<file path="src/rtl/frame_dump_pkg.sv">
// Shared definitions for the frame dump sequencer: FSM encoding, header defaults
// and the supported read-latency range.
package frame_dump_pkg;

    typedef enum logic [2:0] {
        ST_IDLE,
        ST_HDR_A,
        ST_HDR_B,
        ST_FETCH,
        ST_SEND,
        ST_CSUM
    } state_t;

    localparam logic [7:0] HDR0_DEFAULT = 8'hA5;
    localparam logic [7:0] HDR1_DEFAULT = 8'h5A;

    // Buffer read latency may be 1..READ_LAT_MAX cycles; WAIT_W must hold READ_LAT_MAX.
    localparam int READ_LAT_MAX = 3;
    localparam int WAIT_W       = $clog2(READ_LAT_MAX + 1);

endpackage

</file>
<file path="src/rtl/btn_debounce.sv">
// Button conditioner: 2-flop synchroniser, saturating level counter and a
// one-cycle press pulse when the counter first reaches all-ones.
module btn_debounce #(
    parameter int BITS = 14
) (
    input  logic clk,
    input  logic rst,
    input  logic level,
    output logic press
);

    localparam logic [BITS-1:0] CNT_MAX = '1;

    logic [1:0]      sync;
    logic [BITS-1:0] cnt;

    // NOTE: sequential state uses non-blocking assignments so every flop samples pre-edge values.
    always_ff @(posedge clk) begin
        if (rst) begin
            // Synchroniser resets high and the counter saturated: a button held through reset never fires.
            sync  <= 2'b11;
            cnt   <= CNT_MAX;
            press <= 1'b0;
        end else begin
            sync  <= {sync[0], level};
            press <= 1'b0;
            if (!sync[1]) begin
                cnt <= '0;
            end else if (cnt != CNT_MAX) begin
                cnt   <= cnt + 1'b1;
                press <= (cnt == CNT_MAX - 1'b1);
            end
        end
    end

endmodule

</file>
<file path="src/rtl/frame_dump_ctrl.sv">
// Frame buffer snapshot dumper: header, raster-order pixels, additive checksum,
// paced to the uart by an idle-gap holdoff counter.
module frame_dump_ctrl
    import frame_dump_pkg::*;
#(
    parameter int         WIDTH         = 40,
    parameter int         HEIGHT        = 30,
    parameter int         XW            = 6,
    parameter int         YW            = 5,
    parameter int         READ_LAT      = 1,
    parameter int         HOLDOFF_BITS  = 13,
    parameter int         DEBOUNCE_BITS = 14,
    parameter logic [7:0] HDR0          = HDR0_DEFAULT,
    parameter logic [7:0] HDR1          = HDR1_DEFAULT
) (
    input  logic          sys_clk_i,
    input  logic          sys_rst_i,
    input  logic          trigger_i,
    input  logic          start_i,
    output logic [XW-1:0] read_x,
    output logic [YW-1:0] read_y,
    input  logic [7:0]    read_q,
    input  logic          uart_busy_i,
    output logic          uart_wr_o,
    output logic [7:0]    uart_dat_o,
    output logic          busy_o,
    output logic          done_o
);

    localparam logic [XW-1:0]     X_LAST    = XW'(WIDTH - 1);
    localparam logic [YW-1:0]     Y_LAST    = YW'(HEIGHT - 1);
    localparam logic [WAIT_W-1:0] WAIT_DONE = WAIT_W'(READ_LAT);

    state_t                  state, state_next;
    logic                    press, start, can_send;
    logic [HOLDOFF_BITS-1:0] hold;
    logic [WAIT_W-1:0]       wait_cnt, wait_next;
    logic [7:0]              csum, csum_next, dat_next;
    logic [XW-1:0]           x_next;
    logic [YW-1:0]           y_next;
    logic                    wr_next, busy_next, done_next;

    btn_debounce #(.BITS(DEBOUNCE_BITS)) u_debounce (
        .clk   (sys_clk_i),
        .rst   (sys_rst_i),
        .level (trigger_i),
        .press (press)
    );

    assign start    = press | start_i;
    assign can_send = (&hold) & ~uart_busy_i & ~uart_wr_o;

    // Idle-gap timer: any uart activity restarts the wait before the next byte.
    always_ff @(posedge sys_clk_i) begin
        if (sys_rst_i) begin
            hold <= '0;
        end else if (uart_busy_i || uart_wr_o) begin
            hold <= '0;
        end else if (!(&hold)) begin
            hold <= hold + 1'b1;
        end
    end

    // NOTE: every signal written here gets a default first, so no path can infer a latch.
    always_comb begin
        state_next = state;
        x_next     = read_x;
        y_next     = read_y;
        wait_next  = wait_cnt;
        csum_next  = csum;
        dat_next   = uart_dat_o;
        wr_next    = 1'b0;
        done_next  = 1'b0;
        busy_next  = busy_o;

        case (state)
            ST_IDLE: begin
                busy_next = 1'b0;
                if (start) begin
                    x_next     = '0;
                    y_next     = '0;
                    csum_next  = '0;
                    busy_next  = 1'b1;
                    state_next = ST_HDR_A;
                end
            end
            ST_HDR_A: begin
                if (can_send) begin
                    wr_next    = 1'b1;
                    dat_next   = HDR0;
                    state_next = ST_HDR_B;
                end
            end
            ST_HDR_B: begin
                if (can_send) begin
                    wr_next    = 1'b1;
                    dat_next   = HDR1;
                    wait_next  = '0;
                    state_next = ST_FETCH;
                end
            end
            ST_FETCH: begin
                if (wait_cnt == WAIT_DONE) begin
                    dat_next   = read_q;
                    state_next = ST_SEND;
                end else begin
                    wait_next = wait_cnt + 1'b1;
                end
            end
            ST_SEND: begin
                if (can_send) begin
                    wr_next   = 1'b1;
                    csum_next = csum + uart_dat_o;
                    wait_next = '0;
                    if (read_x == X_LAST && read_y == Y_LAST) begin
                        state_next = ST_CSUM;
                    end else begin
                        if (read_x == X_LAST) begin
                            x_next = '0;
                            y_next = read_y + 1'b1;
                        end else begin
                            x_next = read_x + 1'b1;
                        end
                        state_next = ST_FETCH;
                    end
                end
            end
            ST_CSUM: begin
                if (can_send) begin
                    wr_next    = 1'b1;
                    dat_next   = csum;
                    done_next  = 1'b1;
                    state_next = ST_IDLE;
                end
            end
            default: state_next = ST_IDLE;
        endcase
    end

    // NOTE: reset is synchronous, so it only takes effect on a clock edge.
    always_ff @(posedge sys_clk_i) begin
        if (sys_rst_i) begin
            state      <= ST_IDLE;
            read_x     <= '0;
            read_y     <= '0;
            wait_cnt   <= '0;
            csum       <= '0;
            uart_dat_o <= '0;
            uart_wr_o  <= 1'b0;
            busy_o     <= 1'b0;
            done_o     <= 1'b0;
        end else begin
            state      <= state_next;
            read_x     <= x_next;
            read_y     <= y_next;
            wait_cnt   <= wait_next;
            csum       <= csum_next;
            uart_dat_o <= dat_next;
            uart_wr_o  <= wr_next;
            busy_o     <= busy_next;
            done_o     <= done_next;
        end
    end

endmodule

</file>
<file path="config.mk">
export PLATFORM = sky130hd
export DESIGN_NAME = frame_dump_ctrl
export DESIGN_NICKNAME = d
export VERILOG_FILES = /design/src/rtl/frame_dump_pkg.sv /design/src/rtl/btn_debounce.sv /design/src/rtl/frame_dump_ctrl.sv
export SDC_FILE = /design/constraint.sdc
export NUM_CORES = 1
export LEC_CHECK = 0
export CORE_MARGIN = 2
export CORE_UTILIZATION = 45
export CTS_CLUSTER_SIZE = 20
export DETAILED_ROUTE_END_ITERATION = 10
export GPL_ROUTABILITY_DRIVEN = 0
export PLACE_DENSITY = 0.67
export SLEW_MARGIN = 20
export SYNTH_ARGS = -nofsm -noshare
export SYNTH_HDL_FRONTEND = slang
export SYNTH_SLANG_ARGS = --single-unit
</file>
<file path="constraint.sdc">
create_clock -name sys_clk_i -period 3.7 [get_ports sys_clk_i]
set_input_delay 0.74 -clock sys_clk_i [delete_from_list [all_inputs] [get_ports sys_clk_i]]
set_output_delay 0.74 -clock sys_clk_i [all_outputs]
set_load 0.02 [all_outputs]
</file>
# After elaboration in Yosys (flattened, before gate mapping)
# Index checks and enable logic that the tools add are counted.
[word_totals] register_bits=65 latchBits=0 ram_bits=0 romBits=0 out_inout_bits=22 word_cells=101 mem_count=0
[op_classes] addsub=6 mul=0 n_div=0 n_lt_le_gt_ge=0 n_eq_ne=21 n_shift=0 muxes=33 bitwise=9 n_reduce_logical=19
[op_table] cell="$mux 8" count=6
[op_table] cell="$pmux 8 s4" count=1
[op_table] cell="$mux 14" count=2
[op_table] cell="$mux 6" count=4
[op_table] cell="$mux 3" count=7
[op_table] cell="$mux 5" count=4
[op_table] cell="$ne 2x2->1 const B" count=10
[op_table] cell="$pmux 3 s6" count=1
[op_table] cell="$pmux 8 s2" count=1
[op_table] cell="$add 14x1->14 const B" count=1
[op_table] cell="$eq 14x14->1 const B" count=1
[op_table] cell="$ne 14x14->1 const B" count=1
[op_table] cell="$add 13x1->13 const B" count=1
[op_table] cell="$reduce_and 13->1" count=1
[op_table] cell="$pmux 6 s2" count=1
[op_table] cell="$pmux 5 s2" count=1
[op_table] cell="$reduce_and 5->1" count=2
[op_table] cell="$add 8x8->8" count=1
[op_table] cell="$reduce_or 2->1" count=4
[op_table] cell="$add 6x1->6 const B" count=1
[op_table] cell="$eq 3x2->1 const B" count=2
[op_table] cell="$eq 3x3->1 const B" count=2
[op_table] cell="$eq 6x6->1 const B" count=1
[op_table] cell="$not 1->1" count=6
[op_table] cell="21 further kinds" count=26

# Longest topological paths before layout
# Gate-level depths: netlist of the first run.
[depth] depth_word=5 ltp_mapped=8 depth_no_buf=7

# Cells and area by module
# A second synthesis of the first run with hierarchy kept.
[hier_totals] cells_unflattened=429 hier_area_um2=3692.3
[modules_own_cells] module="frame_dump_ctrl" instances=1 cells_per_inst=327 area_per_inst_um2=2750.1
[modules_own_cells] module="btn_debounce" instances=1 cells_per_inst=102 area_per_inst_um2=942.2

# Least setup slack after synthesis of the first run
# OpenSTA, ideal clock, no wires.
[synth_timing] path_kind="in2reg" start="in uart_busy_i" end="reg csum[6]" setup_time_ns=0.117 arrival_ns=2.033 t_required_ns=3.583 slack_ns=1.550 stages=6 path_buffers=2 path_cell_list="nor3b_4 nand4_4 buf_6 a2111o_1 buf_6 a32o_1"
[synth_between] elab_chain_cells=5
[synth_lines] item="from (decl)" line="frame_dump_ctrl.sv:23" rtl="input logic uart_busy_i,"
[synth_lines] item="$not 1->1" line="frame_dump_ctrl.sv:51" rtl="assign can_send = (&hold) & ~uart_busy_i & ~uart_wr_o;"
[synth_lines] item="$and 1x1->1 (2 in a row)" line="frame_dump_ctrl.sv:51"
[synth_lines] item="$ne 2x2->1 (no line)"
[synth_lines] item="$reduce_and 3->1 (no line)"
[synth_lines] item="to (signal assigned)" line="frame_dump_ctrl.sv:157" rtl="csum <= csum_next;"
[synth_lines] item="to (decl)" line="frame_dump_ctrl.sv:38" rtl="logic [7:0] csum, csum_next, dat_next;"
# No other way between the ends.
# A chain may end at the register's enable or synchronous reset.

# Worst setup path after layout of the first run
# Ends and elaborated chain as after synthesis.

==> results by group, run 1 <==
Synthesis
  • Register area share after synthesis: 0.375
  • Synth cell types: 62
  • Yosys warns: 0
  • Synthesized Nets: 430
  • Ys flop type: dfxtp_1
  • Share of the synthesized area in the top cell type: 0.375
  • Ys async rst share: 0
  • EDFF count, synth: 0
  • Top post-synthesis cells by area: dfxtp_1 (38%), ha_1 (5.1%), a21oi_1 (3.9%), nand2_1 (3.8%), nor2_1 (3.7%)
  • Dominant cell type by area after synthesis: dfxtp_1
  • Mapped cell area: 3470 sq um
  • Mapped Cells: 402
  • Avg Cell Area, Syn: 8.62 sq um
  • Seq cells post-synth: 65

Route
  • DRC Markers: 0
  • Total iterations of the first detailed-routing run: 5
  • Drt initial violations: between 100 and 150
  • Antenna Nets Post-Route: 0
  • Final WL: 7630 um
  • Avg WL per Cell: 14.3 um
  • Vias: 3,003
  • Vias per Instance: approximately 5.6

Cells and area
  • Fill cells: 705
  • Nets: 456
  • Layout cells sized above 1: 0.0855
  • Area of the multi-input gates: approximately 2000 sq um
  • Synth-to-layout area growth: 18.3%
  • Storage cell area: 1300 sq um
  • Commonest non-fill, non-tap cell in the layout: dfxtp_1
  • Most frequent cells in the layout: dfxtp_1 (65), nand2_1 (35), nor2_1 (34), clkdlybuf4s50_1 (34), a21oi_1 (27)
  • Final core occ: 0.539
  • Diodes inserted: 0

Floorplanning
  • Ports: 35
  • Core Region: 7610 sq um
  • Die height: ~92 um
  • Num rows: 32
  • Starting Density: 0.456
  • Die width: 91.8 um
  • Die Area: between 8000 and 9000 sq um

Timing
  • Setup Total Neg Slack: 0 ps
  • Final clock skew: approximately 10 ps
  • Minimum clock period after layout: 2410 ps
  • Final hold slack: 410 ps
  • Setup violators final: 0
  • Final worst slack: approximately 1300 ps
  • Crit share post-route: 0.652
  • Final hold vios: 0
  • Relative slew slack: 0.405
  • Slew @ Worst Pin: between 800 and 900 ps
  • Final Slew Violations: 0
  • Setup repair after global routing missed its margin: no
  • Max Fclk: a little over 400 MHz

Clocking
  • H-Tree Level Count: 3
  • Clk root buf: clkbuf_8
  • Max clock buf depth: 2
  • Clock sinks: 65
  • CTS tree: done
  • Clock transition at the registers of the reported paths: ~70 ps
  • Post-CTS Setup Inserts: 0
  • CTS Buf Count: 9
  • Cts hold-fix bufs: 0
  • Clk Latency, worst-skew pair: 340 ps
  • Post-CTS sizing: 0

Critical path
  • Worst path required time: 3930 ps
  • Worst Setup Path Type: in -> reg
  • CP Max Fanout: 12
  • Crit. End Element: register
  • CP startpoint kind: primary input
  • WP data arrival: 2640 ps

Placement
  • DP Worst Slack: 937 ps
  • I/O Buffers: 34
  • Detailed Place HPWL: around 5400 um

Status
  • Status: completed

Worst hold path
  • Hold WC Path Type: reg -> reg

Power and ir drop
  • Leakage: 1.50 nW
  • Worst vdd ir: slightly above 0.0004 V
  • Power Total: 0.00200 W
  • Pwr Density: 489 nW/um^2

Global route
  • Vias in the first global route: between 2,000 and 3,000
  • First-pass GRT wire length: 13,000 um
  • Initial antenna violation count: 0
  • Largest net degree at the start of global routing: 45
  • Total gr overflow: 0
  • Total GRT Usage: 0.188

Flow run
  • Max-Cap Viols: 0
-- logic make-up after synthesis --
family,synth area share
xor+xnor,0.0505
flops,0.375
fa+ha+maj,0.0563
compound gates,0.204
buf+inv,0.0383
simple gates,0.248
mux,0.0274
-- layer usage --
layer	part of all wire	vias up	global-route usage
met5	0	-	0
li1	-	1526	-
met3	0.041	8	0.0247
met1	0.49	1412	0.261
met2	0.46	57	0.301
met4	0.011	0	0.0659
-- state kept, by name, indices dropped and copies added, names as in the netlist --
| name | count |
|---|---|
| u_debounce.cnt | 14 |
| hold | 13 |
| csum | 8 |
| uart_dat_o | 8 |
| read_x | 6 |
| read_y | 5 |
| state | 3 |
| u_debounce.sync | 2 |
| wait_cnt | 2 |
| busy_o | 1 |
| done_o | 1 |
| u_debounce.press | 1 |
| uart_wr_o | 1 |
-- final timing paths --
path                                         start                 end  slack [ps]  cells after the start
worst max register to register            state[2]           read_x[4]        1290                      5
worst min-delay path            u_debounce.sync[0]  u_debounce.sync[1]         410                      1
worst min register to register  u_debounce.sync[0]  u_debounce.sync[1]         410                      1
worst max-delay path                   uart_busy_i             csum[6]        1290                      5
-- cell usage after synthesis, drive strengths merged (5+ instances only) --
cell,n
o2111ai,5
and4,5
nand3,21
inv,9
nor2,34
a21oi,27
or3,7
dfxtp,65
clkbuf,10
o21ai,25
o211ai,8
and3,6
ha,14
a31oi,6
xor2,9
mux2i,5
xnor2,11
nor2b,8
nand4,7
nor3,15
buf,10
a21o,7
nor3b,5
nand2,35
-- layout make-up --
| cell class | instances | share of cell area |
|---|---|---|
| multi-input combinational | 308 | 0.496 |
| sequential | 65 | 0.317 |
| timing repair buffer | 35 | 0.0848 |
| clock inverter | 6 | 0.0317 |
| clock buffer | 10 | 0.0311 |
| tap | 102 | 0.0311 |
| inverter | 9 | 0.00824 |
-- per-stage QoR --
step                      cell area, sq um  cells
final                                 4100    535
after global routing                  4100    535
after CTS                             4100    535
after detailed placement              3840    519
after global placement                3840    519
after floorplan                       3470    402
-- critical path: stages --
cell	delay [ps]
clkdlybuf4s50_1	480
nor3b_4	270
nand4_4	230
a2111o_1	610
a32o_1	310
-- report_power, final --
part | switching [W] | internal (W) | total [W] | leakage [nW]
Combinational | 0.000215 | 0.000173 | 0.000388 | 0.845
Sequential | 0.0000656 | 0.000765 | 0.000831 | 0.528
Clock | 0.000271 | 0.000514 | 0.000785 | 0.130
Total | 0.000551 | 0.00145 | 0.00200 | 1.50
No activity file was read; power rests on OpenSTA's default activity.
==> inputs of run 2 (changes only) <==
--- a/config.mk
+++ b/config.mk
@@ -10,7 +10,7 @@
 export CTS_CLUSTER_SIZE = 20
 export DETAILED_ROUTE_END_ITERATION = 10
 export GPL_ROUTABILITY_DRIVEN = 0
-export PLACE_DENSITY = 0.67
+export PLACE_DENSITY = 0.7
 export SLEW_MARGIN = 20
 export SYNTH_ARGS = -nofsm -noshare
 export SYNTH_HDL_FRONTEND = slang
==> constraint.sdc (replaced) <==
create_clock -name sys_clk_i -period 2.2 [get_ports sys_clk_i]
set_input_delay 0.44 -clock sys_clk_i [delete_from_list [all_inputs] [get_ports sys_clk_i]]
set_output_delay 0.44 -clock sys_clk_i [all_outputs]
set_load 0.02 [all_outputs]
==> run 2 against run 1 <==
Effect of this change:
- non-clock buffer count increased by 17
- worst hold slack improved by 8.9 ps
- clock-buffer cell count unchanged
- sequential cell count unchanged
- wire length decreased by 0.22%
- via count increased by 1.6%
- highest routed layer unchanged
- core utilization increased by 0.43 points
==> results by group, run 2 (synthesis gave the netlist of run 1 again) <==
Cells and area
  • Layout cells sized above 1: 0.120
  • Largest regs: u_debounce.cnt (14), hold (13)
  • Fill cells: 733
  • Most frequent cells in the layout: dfxtp_1 (65), nand2_1 (35), nor2_1 (34), clkdlybuf4s50_1 (34), a21oi_1 (27)
  • Max FFs per register: 14
  • Commonest non-fill, non-tap cell in the layout: dfxtp_1
  • Synth-to-layout area growth: 19.2%
  • Diodes inserted: 0
  • Nets: 473
  • Top reg by flops: u_debounce.cnt

Clocking
  • Clk Latency, worst-skew pair: 340 ps
  • Clk root buf: clkbuf_8
  • CTS tree: done
  • CTS Buf Count: 9
  • Max clock buf depth: 2
  • Post-CTS Setup Inserts: 0
  • Cts hold-fix bufs: 0
  • Post-CTS sizing: 0
  • Clock sinks: 65
  • H-Tree Level Count: 3
  • Clock transition at the registers of the reported paths: 70 ps

Critical path
  • Worst path required time: approximately 2400 ps
  • Critical-path cell list: ha_1 > nand4b_1 > or3_1 > a31oi_2 > buf_4 > inv_1 > a311oi_1
  • Reg2reg end: read_x[5]
  • CP max stage cell: or3_1
  • Critical path buffers and inverters: 2
  • CP Max Fanout: 5
  • WP data arrival: 2300 ps
  • Reg2Reg Setup Slack: 140 ps
  • Reg2reg path depth: 7
  • Cell family with most CP delay: simple AND/OR/NAND/NOR gates
  • Reg-to-reg critical path startpoint: read_x[0]
  • Crit path largest cell delay: 460 ps
  • Crit. End Element: register
  • CP startpoint kind: register
  • Worst Setup Path Type: reg -> reg

Route
  • Vias: 3,050
  • Drt initial violations: 100
  • DRC Markers: 0
  • Final WL: 7610 um
  • Antenna Nets Post-Route: 0
  • Vias per Instance: between 5 and 6
  • Avg WL per Cell: 13.8 um
  • Total iterations of the first detailed-routing run: 4

Global route
  • Largest net degree at the start of global routing: 27
  • Total GRT Usage: 0.186
  • Vias in the first global route: 2,787
  • Total gr overflow: 0
  • Initial antenna violation count: 0
  • First-pass GRT wire length: 12,700 um

Power and ir drop
  • Net Switching: between 0.0009 and 0.001 W
  • Internal cell power: a little under 0.002 W
  • Clock share of power: 0.296
  • Combinational share of power: 0.228
  • Worst vdd ir: ~0.00032 V
  • Pwr Density: ~700 nW/um^2
  • Leakage: roughly 1.5 nW
  • Switching part of the total power: 0.322
  • Flop pwr share: 0.476
  • Power Total: between 0.002 and 0.003 W

Timing
  • Final Slew Violations: 0
  • Final hold vios: 0
  • Final clock skew: 11.4 ps
  • Relative slew slack: 0.634
  • Slew @ Worst Pin: roughly 540 ps
  • Setup violators final: 0
  • Final hold slack: 419 ps
  • Setup repair after global routing missed its margin: no
  • Max Fclk: roughly 480 MHz
  • Minimum clock period after layout: 2060 ps
  • Crit share post-route: 0.938

Worst hold path
  • Hold depth: 1
  • Hold wc startpoint: u_debounce.sync[0]
  • WHS Endpoint: u_debounce.sync[1]
  • Hold WC Path Type: reg -> reg

Floorplanning
  • Die width: 91.8 um
  • Core Region: 7610 sq um
  • Starting Density: 0.456
  • Ports: 35
  • Die Area: 8420 sq um
  • Die height: 91.8 um
  • Num rows: 32

Status
  • Status: completed

Placement
  • Detailed Place HPWL: 5590 um
  • I/O Buffers: 34

Flow run
  • Max-Cap Viols: 0
[run 2: cell count changes in the layout (fill, tap and decap cells not counted), sizes merged]
cell / before / now
buf: 1 / 18
clkinv: 2 / 4
bufinv: 4 / 0
clkinvlp: 0 / 2
[run 2: area by class of cell]
class / instances / area, sq um / share of cell area
clock buffers: 10 / 128 / 0.0309
clock inverters: 6 / 35.0 / 0.00848
inverters: 9 / 33.8 / 0.00817
multi-input cells: 308 / 2030 / 0.492
flip-flops and latches: 65 / 1300 / 0.315
well taps: 102 / 128 / 0.0309
repair buffers: 52 / 475 / 0.115
[run 2: worst max path at each step]
stage                     slack [ps]     startpoint  cells past startpoint   endpoint
final                            140      read_x[0]                      7  read_x[5]
after global routing              20      read_x[0]                      7  read_x[5]
after CTS                        140      read_x[0]                      7  read_x[5]
after detailed placement        -140    uart_busy_i                      5    csum[6]
after global placement          -130    uart_busy_i                      5    csum[6]
after floorplan                  270  uart_dat_o[0]                      7    csum[6]
[run 2: worst reg2reg max path, stage by stage, from the launching register on]
cell	delay [ps]
dfxtp_1	400
ha_1	270
nand4b_1	160
or3_1	460
a31oi_2	220
buf_4	160
inv_1	60
a311oi_1	260
[run 2: power groups by stage]
| stage | combinational (W) | clock, W | sequential [W] |
|---|---|---|---|
| 2_1_floorplan | 0.000546 | 0 | 0.00139 |
| 3_3_place_gp | 0.000652 | 0 | 0.00141 |
| 3_5_place_dp | 0.000666 | 0 | 0.00142 |
| 4_1_cts | 0.000670 | 0.000896 | 0.00140 |
| 5_1_grt | 0.000751 | 0.000954 | 0.00141 |
| 6_report | 0.000669 | 0.000867 | 0.00140 |
[run 2: metrics by stage]
stage               std cells  instance area (sq um)   util  worst slack (ps)  setup TNS, ps
floorplan                 402                   3470      -               274              0
global placement          536                   3970  0.522              -132           -708
detailed placement        536                   3970  0.522              -139          -1140
CTS                       552                   4130  0.543               144              0
global route              552                   4130  0.543              17.1              0
finish                    552                   4130  0.543               136              0
[run 2: metal layers]
metal | wire length (um) | GRT usage | vias up
met2 | 3580 | 0.298 | 44
met1 | 3710 | 0.247 | 1429
met5 | 0 | 0 | -
met3 | 219 | 0.0279 | 11
li1 | - | - | 1566
met4 | 99 | 0.0821 | 0
